`src/rtl/ms_pulse_generator_if.sv`:
```
// Request/status bundle for the millisecond pulse generator.
// The master side requests timed pulses; the slave side owns the enable and its status.
interface ms_pulse_generator_if #(
  parameter int TIME_W = 19
);
  logic              start;
  logic [TIME_W-1:0] dur;
  logic              abort;
  logic              en;
  logic              busy;
  logic              done;
  logic              aborted;
  logic [TIME_W-1:0] remaining;
  logic [TIME_W-1:0] elapsed;

  modport master (
    output start, dur, abort,
    input  en, busy, done, aborted, remaining, elapsed
  );

  modport slave (
    input  start, dur, abort,
    output en, busy, done, aborted, remaining, elapsed
  );
endinterface

```
`src/rtl/ms_pulse_generator.sv`:
```
// Timed-enable generator: holds en high for dur milliseconds, then reports done,
// or reports aborted when cut short. The inverse of the millisecond measurement block.
module ms_pulse_generator #(
  parameter int CLK_PER_MS = 1,
  parameter int TIME_W     = 19
) (
  input logic                 clk,
  input logic                 rst_n,
  ms_pulse_generator_if.slave bus
);

  localparam int PS_W = (CLK_PER_MS > 1) ? $clog2(CLK_PER_MS) : 1;

  typedef enum logic [0:0] {
    ST_IDLE = 1'b0,
    ST_RUN  = 1'b1
  } state_t;

  state_t            r_state;
  logic [PS_W-1:0]   r_ps;
  logic              r_en;
  logic              r_busy;
  logic              r_done;
  logic              r_aborted;
  logic [TIME_W-1:0] r_remaining;
  logic [TIME_W-1:0] r_elapsed;

  logic              w_tick;
  logic              w_accept;

  // True when the pulse is in its final millisecond.
  function automatic logic is_last_ms(input logic [TIME_W-1:0] rem);
    return (rem == TIME_W'(1));
  endfunction

  assign w_tick   = (r_ps == PS_W'(CLK_PER_MS - 1));
  assign w_accept = bus.start & ~bus.abort;

  // Pulse sequencing: accept in IDLE, count milliseconds in RUN, end on expiry or abort.
  always_ff @(posedge clk or negedge rst_n) begin
    if (!rst_n) begin
      r_state     <= ST_IDLE;
      r_ps        <= {PS_W{1'b0}};
      r_en        <= 1'b0;
      r_busy      <= 1'b0;
      r_done      <= 1'b0;
      r_aborted   <= 1'b0;
      r_remaining <= {TIME_W{1'b0}};
      r_elapsed   <= {TIME_W{1'b0}};
    end else begin
      r_done    <= 1'b0;
      r_aborted <= 1'b0;
      case (r_state)
        ST_IDLE: begin
          if (w_accept) begin
            r_elapsed <= {TIME_W{1'b0}};
            if (bus.dur != {TIME_W{1'b0}}) begin
              r_state     <= ST_RUN;
              r_en        <= 1'b1;
              r_busy      <= 1'b1;
              r_remaining <= bus.dur;
              r_ps        <= {PS_W{1'b0}};
            end else begin
              // Zero-length request completes immediately without raising en.
              r_done <= 1'b1;
            end
          end else begin
            r_state <= ST_IDLE;
          end
        end
        ST_RUN: begin
          if (bus.abort) begin
            // Abort outranks a coincident tick, so elapsed is left untouched.
            r_state     <= ST_IDLE;
            r_en        <= 1'b0;
            r_busy      <= 1'b0;
            r_remaining <= {TIME_W{1'b0}};
            r_ps        <= {PS_W{1'b0}};
            r_aborted   <= 1'b1;
          end else if (w_tick) begin
            r_ps      <= {PS_W{1'b0}};
            r_elapsed <= r_elapsed + TIME_W'(1);
            if (is_last_ms(r_remaining)) begin
              r_state     <= ST_IDLE;
              r_en        <= 1'b0;
              r_busy      <= 1'b0;
              r_remaining <= {TIME_W{1'b0}};
              r_done      <= 1'b1;
            end else begin
              r_remaining <= r_remaining - TIME_W'(1);
            end
          end else begin
            r_ps <= r_ps + PS_W'(1);
          end
        end
        default: begin
          r_state     <= ST_IDLE;
          r_en        <= 1'b0;
          r_busy      <= 1'b0;
          r_remaining <= {TIME_W{1'b0}};
          r_ps        <= {PS_W{1'b0}};
        end
      endcase
    end
  end

  assign bus.en        = r_en;
  assign bus.busy      = r_busy;
  assign bus.done      = r_done;
  assign bus.aborted   = r_aborted;
  assign bus.remaining = r_remaining;
  assign bus.elapsed   = r_elapsed;

endmodule

```
`src/flat_wrapper.sv`:
```
// flat-port wrapper written by rule: the top's interface ports become plain ports
module ms_pulse_generator_flat 
#(
  parameter int CLK_PER_MS = 1,
  parameter int TIME_W     = 19
)
  (clk, rst_n, bus_start, bus_dur, bus_abort, bus_en, bus_busy, bus_done, bus_aborted, bus_remaining, bus_elapsed);
  ms_pulse_generator_if #(.TIME_W(TIME_W)) bus_i ();
  input logic clk;
  input logic rst_n;
  input wire logic [$bits(bus_i.start)-1:0] bus_start;
  input wire logic [$bits(bus_i.dur)-1:0] bus_dur;
  input wire logic [$bits(bus_i.abort)-1:0] bus_abort;
  output wire logic [$bits(bus_i.en)-1:0] bus_en;
  output wire logic [$bits(bus_i.busy)-1:0] bus_busy;
  output wire logic [$bits(bus_i.done)-1:0] bus_done;
  output wire logic [$bits(bus_i.aborted)-1:0] bus_aborted;
  output wire logic [$bits(bus_i.remaining)-1:0] bus_remaining;
  output wire logic [$bits(bus_i.elapsed)-1:0] bus_elapsed;
  assign bus_i.start = bus_start;
  assign bus_i.dur = bus_dur;
  assign bus_i.abort = bus_abort;
  assign bus_en = bus_i.en;
  assign bus_busy = bus_i.busy;
  assign bus_done = bus_i.done;
  assign bus_aborted = bus_i.aborted;
  assign bus_remaining = bus_i.remaining;
  assign bus_elapsed = bus_i.elapsed;
  ms_pulse_generator #(.CLK_PER_MS(CLK_PER_MS), .TIME_W(TIME_W)) u_core (.clk(clk), .rst_n(rst_n), .bus(bus_i));
endmodule
```
`config.mk`:
```
export PLATFORM = sky130hd
export DESIGN_NAME = ms_pulse_generator_flat
export DESIGN_NICKNAME = d
export VERILOG_FILES = /design/src/rtl/ms_pulse_generator_if.sv /design/src/rtl/ms_pulse_generator.sv /design/src/flat_wrapper.sv
export SDC_FILE = /design/constraint.sdc
export NUM_CORES = 1
export LEC_CHECK = 0
export ABC_AREA = 1
export BUFFER_PORTS_ARGS = -buffer_cell sky130_fd_sc_hd__buf_2
export CAP_MARGIN = 20
export CORE_ASPECT_RATIO = 2
export CORE_MARGIN = 2
export CORE_UTILIZATION = 49
export DETAILED_ROUTE_END_ITERATION = 10
export PLACE_DENSITY = 0.77
export SLEW_MARGIN = 20
export SYNTH_ARGS = -nofsm -noshare
export SYNTH_HDL_FRONTEND = slang
export SYNTH_SLANG_ARGS = --single-unit
```
`constraint.sdc`:
```
create_clock -name clk -period 1.5 [get_ports clk]
set_clock_uncertainty 0.05 [all_clocks]
set_input_delay 0.075 -clock clk [delete_from_list [all_inputs] [get_ports clk]]
set_output_delay 0.075 -clock clk [all_outputs]
set_load 0.02 [all_outputs]
```
Yosys cells after proc, flatten, opt, wreduce, memory -nomap -nowiden

Cells that the tools add are included.

Flip-flop bits (word level): 43
Input port bits: 23
Output and inout port bits: 42
Word-level logic and storage cells: 60

Add/sub/neg operators: 3
Eq/ne operators: 7
Mux-type cells: 35
Bitwise gates (word level): 3
Reduce and logical (&&, ||, !) cells: 5

Operator list:

| operator                | number |
|---|---|
| $mux W19                | 8 |
| $pmux W19 S2            | 2 |
| $mux W1                 | 21 |
| $add A19 B1 Y19 const B | 1 |
| $eq A19 B1 Y1 const B   | 1 |
| $reduce_bool A19 Y1     | 1 |
| $sub A19 B1 Y19 const B | 1 |
| $pmux W1 S2             | 4 |
| $ne A3 B3 Y1 const B    | 2 |
| $reduce_and A3 Y1       | 2 |
| $ne A2 B1 Y1 const B    | 2 |
| $ne A2 B2 Y1 const B    | 2 |
| $reduce_and A4 Y1       | 1 |
| $not A1 Y1              | 2 |
| $reduce_and A2 Y1       | 1 |
| $add A1 B1 Y1 const B   | 1 |
| $and A1 B1 Y1           | 1 |

Depth between registers and ports, before layout

Word-level depth: 5
Gate-level depth with buffers: 11
Depth with buffers taken out: 11

Worst setup path after synthesis

No wires, ideal clock.

Path type: register to register
Start: register u_core.r_elapsed[0] (netlist: u_core.bus.elapsed[0])
End: register u_core.r_elapsed[12] (netlist: u_core.bus.elapsed[12])
Setup time: 0.132 ns
Data arrival time: 1.474 ns
Data required time: 1.318 ns
Setup slack: -0.156 ns
Stages on the path, launching flop included: 9
Path buffers: 0
Clock period less this slack: 1.656 ns
Path through: dfrtp_1 -> ha_1 -> nand3_1 -> nor2_2 -> nand3_1 -> nor2_1 -> inv_1 -> nand3_1 -> o21ai_1

Cells in the longest elaborated chain, start to end: 4

RTL lines:

| item                   | RTL line                 | RTL |
|---|---|---|
| start, declared        | ms_pulse_generator.sv:26 | `logic [TIME_W-1:0] r_elapsed;` |
| start signal, assigned | ms_pulse_generator.sv:49 | `r_elapsed <= {TIME_W{1'b0}};` |
| start signal, assigned | ms_pulse_generator.sv:56 | `r_elapsed <= {TIME_W{1'b0}};` |
| start signal, assigned | ms_pulse_generator.sv:82 | `r_elapsed <= r_elapsed + TIME_W'(1);` |
| $add A19 B1 Y19        | ms_pulse_generator.sv:82 |  |
| $mux W19               | ms_pulse_generator.sv:80 | `end else if (w_tick) begin` |
| $mux W19               | ms_pulse_generator.sv:72 | `if (bus.abort) begin` |
| $pmux W19 S2           | ms_pulse_generator.sv:53 | `case (r_state)` |

No other way between the ends. The select of a mux whose other input is x is not followed.
A chain may end at the register's enable or synchronous reset.

Worst setup path in the final report

Start: register u_core.r_remaining[3] (netlist: u_core.bus.remaining[3])
End: register u_core.r_remaining[9] (netlist: u_core.bus.remaining[9])

Cells in the longest elaborated chain, start to end: 5
Elaborated cells between the ends (all ways): 6
Classes of those cells: add/sub: 1; eq/ne: 1; mux: 4

RTL lines:

| item                                             | RTL line                                           | RTL |
|---|---|---|
| start, declared                                  | ms_pulse_generator.sv:25                           | `logic [TIME_W-1:0] r_remaining;` |
| start signal, assigned                           | ms_pulse_generator.sv:48                           | `r_remaining <= {TIME_W{1'b0}};` |
| start signal, assigned                           | ms_pulse_generator.sv:61                           | `r_remaining <= bus.dur;` |
| start signal, assigned                           | ms_pulse_generator.sv:77                           | `r_remaining <= {TIME_W{1'b0}};` |
| $sub A19 B1 Y19 or $eq A19 B1 Y1 (tied branches) | ms_pulse_generator.sv:90, ms_pulse_generator.sv:33 |  |
| $mux W19 (*)                                     | ms_pulse_generator.sv:83                           | `if (is_last_ms(r_remaining)) begin` |
| $mux W19 (*)                                     | ms_pulse_generator.sv:80                           |  |
| $mux W19 (*)                                     | ms_pulse_generator.sv:72                           |  |
| $pmux W19 S2 (*)                                 | ms_pulse_generator.sv:53                           |  |

Every way passes the cells marked *; elsewhere a longest branch is shown, timed or not. The select of a mux whose other input is x is not followed.

==> results.json <==
{
  "combPwrFrac_pct": 48.6,
  "numCtsBuffers": 5,
  "clk_latency_ns": 0.31,
  "firstDrtPassIters": 5,
  "port_buffers": 64,
  "n_antenna_cell": 0,
  "grt_use_total_pct": 30.6,
  "criticalPathCategory": "register to register",
  "slew_violations": 0,
  "min_period_ns": 1.67,
  "dieWidth_um": 56.9,
  "syn2layout_area_growth_pct": 52.9,
  "wl_per_cell_um": 16.9,
  "worstPathArrival_ns": 1.82,
  "clkSlewWorstSetupHoldPaths_ns": 0.09,
  "grt_pass1_wl_um": 14600,
  "cts_root_buffer": "clkbuf_8",
  "grt_antenna_before_repair": 0,
  "worst_pin_slew_ns": 0.362,
  "io_pins": 65,
  "drt_iter0_drc": 237,
  "dpl.hpwl_um": 6890,
  "core_um2": 5420,
  "p_leak_uw": 0.00208,
  "switching_share_pct": 42.0,
  "via_per_inst": 5.73,
  "dieArea_um2": 6250,
  "seqPwrFrac_pct": 33.6,
  "layout_common_cells": "nand2_1 (103), buf_4 (70), buf_2 (64), nor2_1 (57), inv_1 (37)",
  "grt_pass1_vias": 3291,
  "rsz0062_at_grt": "true",
  "final_nets": 582,
  "postRouteAntennaNets": 0,
  "crit_slowest_cell": "dfrtp_1",
  "final.setup.worst_slack_ns": -0.169,
  "cellPowerDensity_nw_per_um2": 1040,
  "syn_nets": 435,
  "cp_common_cell": "nand2_1",
  "critPathMaxFanout": 4,
  "postSynthAreaPerCell_um2": 6.70,
  "cts.sinks": 42,
  "hp-class": "primary input to register",
  "power_frac_clock_pct": 17.9,
  "synthSimpleGateAreaFrac_pct": 38.5,
  "nFillCells": 400,
  "status": "finished, violations left",
  "fin_util_pct": 77.4,
  "start_util_pct": 50.6,
  "synth_cell_type_count": 33,
  "violations": "setup timing",
  "fin_cells": 617,
  "irDropWorstVdd_mv": 1.04,
  "synth_top_family_by_area": "simple AND/OR/NAND/NOR gates",
  "synthCells": 409,
  "intPower_uw": 2540,
  "synthAdderAreaFrac_pct": 1.37,
  "clock_path_buffers": 2,
  "pre_cts_ws_ns": -0.0900,
  "fmax_ghz": 0.599,
  "drc": 0,
  "netSwitchingPower_uw": 1840,
  "drive_above_1_share_pct": 43.8,
  "cp_cell_sequence": "inv_2 -> nand2_1 -> nor2_2 -> nand3_2 -> nand2_4 -> buf_6 -> o21ai_1 -> nand2_1 -> nand2_1",
  "setup_viol": 22,
  "cts_max_level": 2,
  "cap_violations": 0,
  "slowest_delay_ns": 0.47,
  "slew_headroom_pct": 75.7,
  "vias": 3536,
  "required_ns": 1.65,
  "ys_warn_count": 0,
  "startpoint_type": "register",
  "synth_compound_area_share_pct": 10.9,
  "gp_congestion": 1.04,
  "final_common_cell": "nand2_1",
  "drt_wl_total_um": 10400,
  "syn-cell-area_um2": 2740,
  "whs_ns": 0.0398,
  "rows": 38,
  "yosys-mux-area-fraction_pct": 0,
  "cts_tree": "done",
  "grt_max_degree": 22,
  "grt_overflow": 0,
  "synthXorXnorAreaFrac_pct": 2.56,
  "ys_ff_latch": 42,
  "cp-end-kind": "register",
  "finalCritPeriodShare_pct": 111,
  "seq_area_frac_synth_pct": 38.3,
  "power_uw": 4370,
  "finalHoldViolCount": 0,
  "die_y_um": 110,
  "placed_cells": 589
}
==> routing by layer <==
metal | share of wire, % | global-route usage, % | routed length [um] | up-vias
met2 | 53 | 57.7 | 5560 | 208
met3 | 5.6 | 3.76 | 587 | 70
li1 | - | - | - | 1602
met5 | 0 | 0 | 0 | -
met4 | 7.9 | 23.1 | 825 | 0
met1 | 33 | 28.9 | 3460 | 1656
==> cells by family (layout without fill, tap and decap cells) <==
group                    count (synthesis)  after routing
AO/OA/AOI/OAI                           57             57
XOR/XNOR                                 8              8
adder cells (fa/ha/maj)                  3              3
buffers and inverters                   55            203
flip-flops                              42             42
AND/OR/NAND/NOR                        244            244
==> stage by stage <==
| step | setup TNS, ns | instance area [um2] |
|---|---|---|
| 2_1_floorplan | -0.0522 | 2800 |
| 3_3_place_gp | -0.154 | 3640 |
| 3_5_place_dp | -0.422 | 3640 |
| 4_1_cts | -0.276 | 3900 |
| 5_1_grt | -3.32 | 4190 |
| 6_report | -1.91 | 4190 |
==> critical path, delay by kind of cell (launching register included) <==
family                 cells  cell delay [ns]
DFF                        1             0.47
AOI/OAI and AO/OA          1             0.07
and+or+nand+nor            6             0.68
buffers and inverters      2             0.27
==> synthesized netlist by cell type, drive strengths merged <==
| master | count | share of area, % |
|---|---|---|
| dfrtp | 42 | 38 |
| clkinv | 1 | 0.14 |
| a21oi | 21 | 3.8 |
| nand3 | 32 | 6.0 |
| buf | 6 | 1.6 |
| o22ai | 3 | 0.68 |
| nand3b | 1 | 0.27 |
| o21bai | 1 | 0.27 |
| nand2 | 112 | 16 |
| xnor2 | 3 | 0.96 |
| ha | 3 | 1.4 |
| o211ai | 1 | 0.27 |
| a31oi | 1 | 0.23 |
| xor2 | 5 | 1.6 |
| a22o | 1 | 0.32 |
| nor2 | 86 | 13 |
| inv | 46 | 6.3 |
| o21ai | 29 | 5.3 |
| nand4 | 7 | 1.6 |
| nor3 | 6 | 1.7 |
| clkbuf | 2 | 0.27 |
==> flip-flops by register name, indices dropped and copies added (netlist names) <==
register              count
u_core.bus.done           1
u_core.bus.elapsed       19
u_core.r_state            1
u_core.bus.en             1
u_core.bus.remaining     19
u_core.bus.aborted        1
==> final cells by class <==
class | count | area [um2] | area share, %
Multi-Input combinational cell | 312 | 1750 | 41.8
Sequential cell | 42 | 1070 | 25.5
Inverter | 47 | 189 | 4.51
Tap cell | 60 | 75.1 | 1.79
Clock buffer | 5 | 68.8 | 1.64
Timing Repair Buffer | 148 | 1020 | 24.3
Clock inverter | 3 | 21.3 | 0.507
==> worst paths after layout <==
check,cells after the start,slack (ns),from,end
hold reg to reg,2,0.51,u_core.bus.en$_DFFE_PN0P_,u_core.bus.en$_DFFE_PN0P_
setup / recovery,9,-0.17,u_core.bus.remaining[3]$_DFFE_PN0P_,u_core.bus.remaining[9]$_DFFE_PN0P_
min in group asynchronous,2,0.13,rst_n,u_core.bus.remaining[7]$_DFFE_PN0P_
hold / removal,5,0.04,bus_dur[7],u_core.bus.remaining[7]$_DFFE_PN0P_
setup reg to reg,9,-0.17,u_core.bus.remaining[3]$_DFFE_PN0P_,u_core.bus.remaining[9]$_DFFE_PN0P_
max in group asynchronous,3,0.68,rst_n,u_core.bus.remaining[15]$_DFFE_PN0P_
==> power groups by stage <==
stage | clock [uW] | sequential (uW) | combinational [uW]
floorplan | 0 | 1710 | 639
finish | 781 | 1470 | 2120
global route | 829 | 1480 | 2260
global placement | 0 | 1450 | 1690
detailed placement | 0 | 1460 | 1720
CTS | 790 | 1440 | 1870
==> repair_timing <==
action,CTS,global route
endpoints found under the hold margin,43,0
setup buffers,6,13
gates resized for setup,30,57
pin swaps,18,30
endpoints found under the setup margin,15,32
hold buffers,2,0
Power figures use the tool's default switching activity.
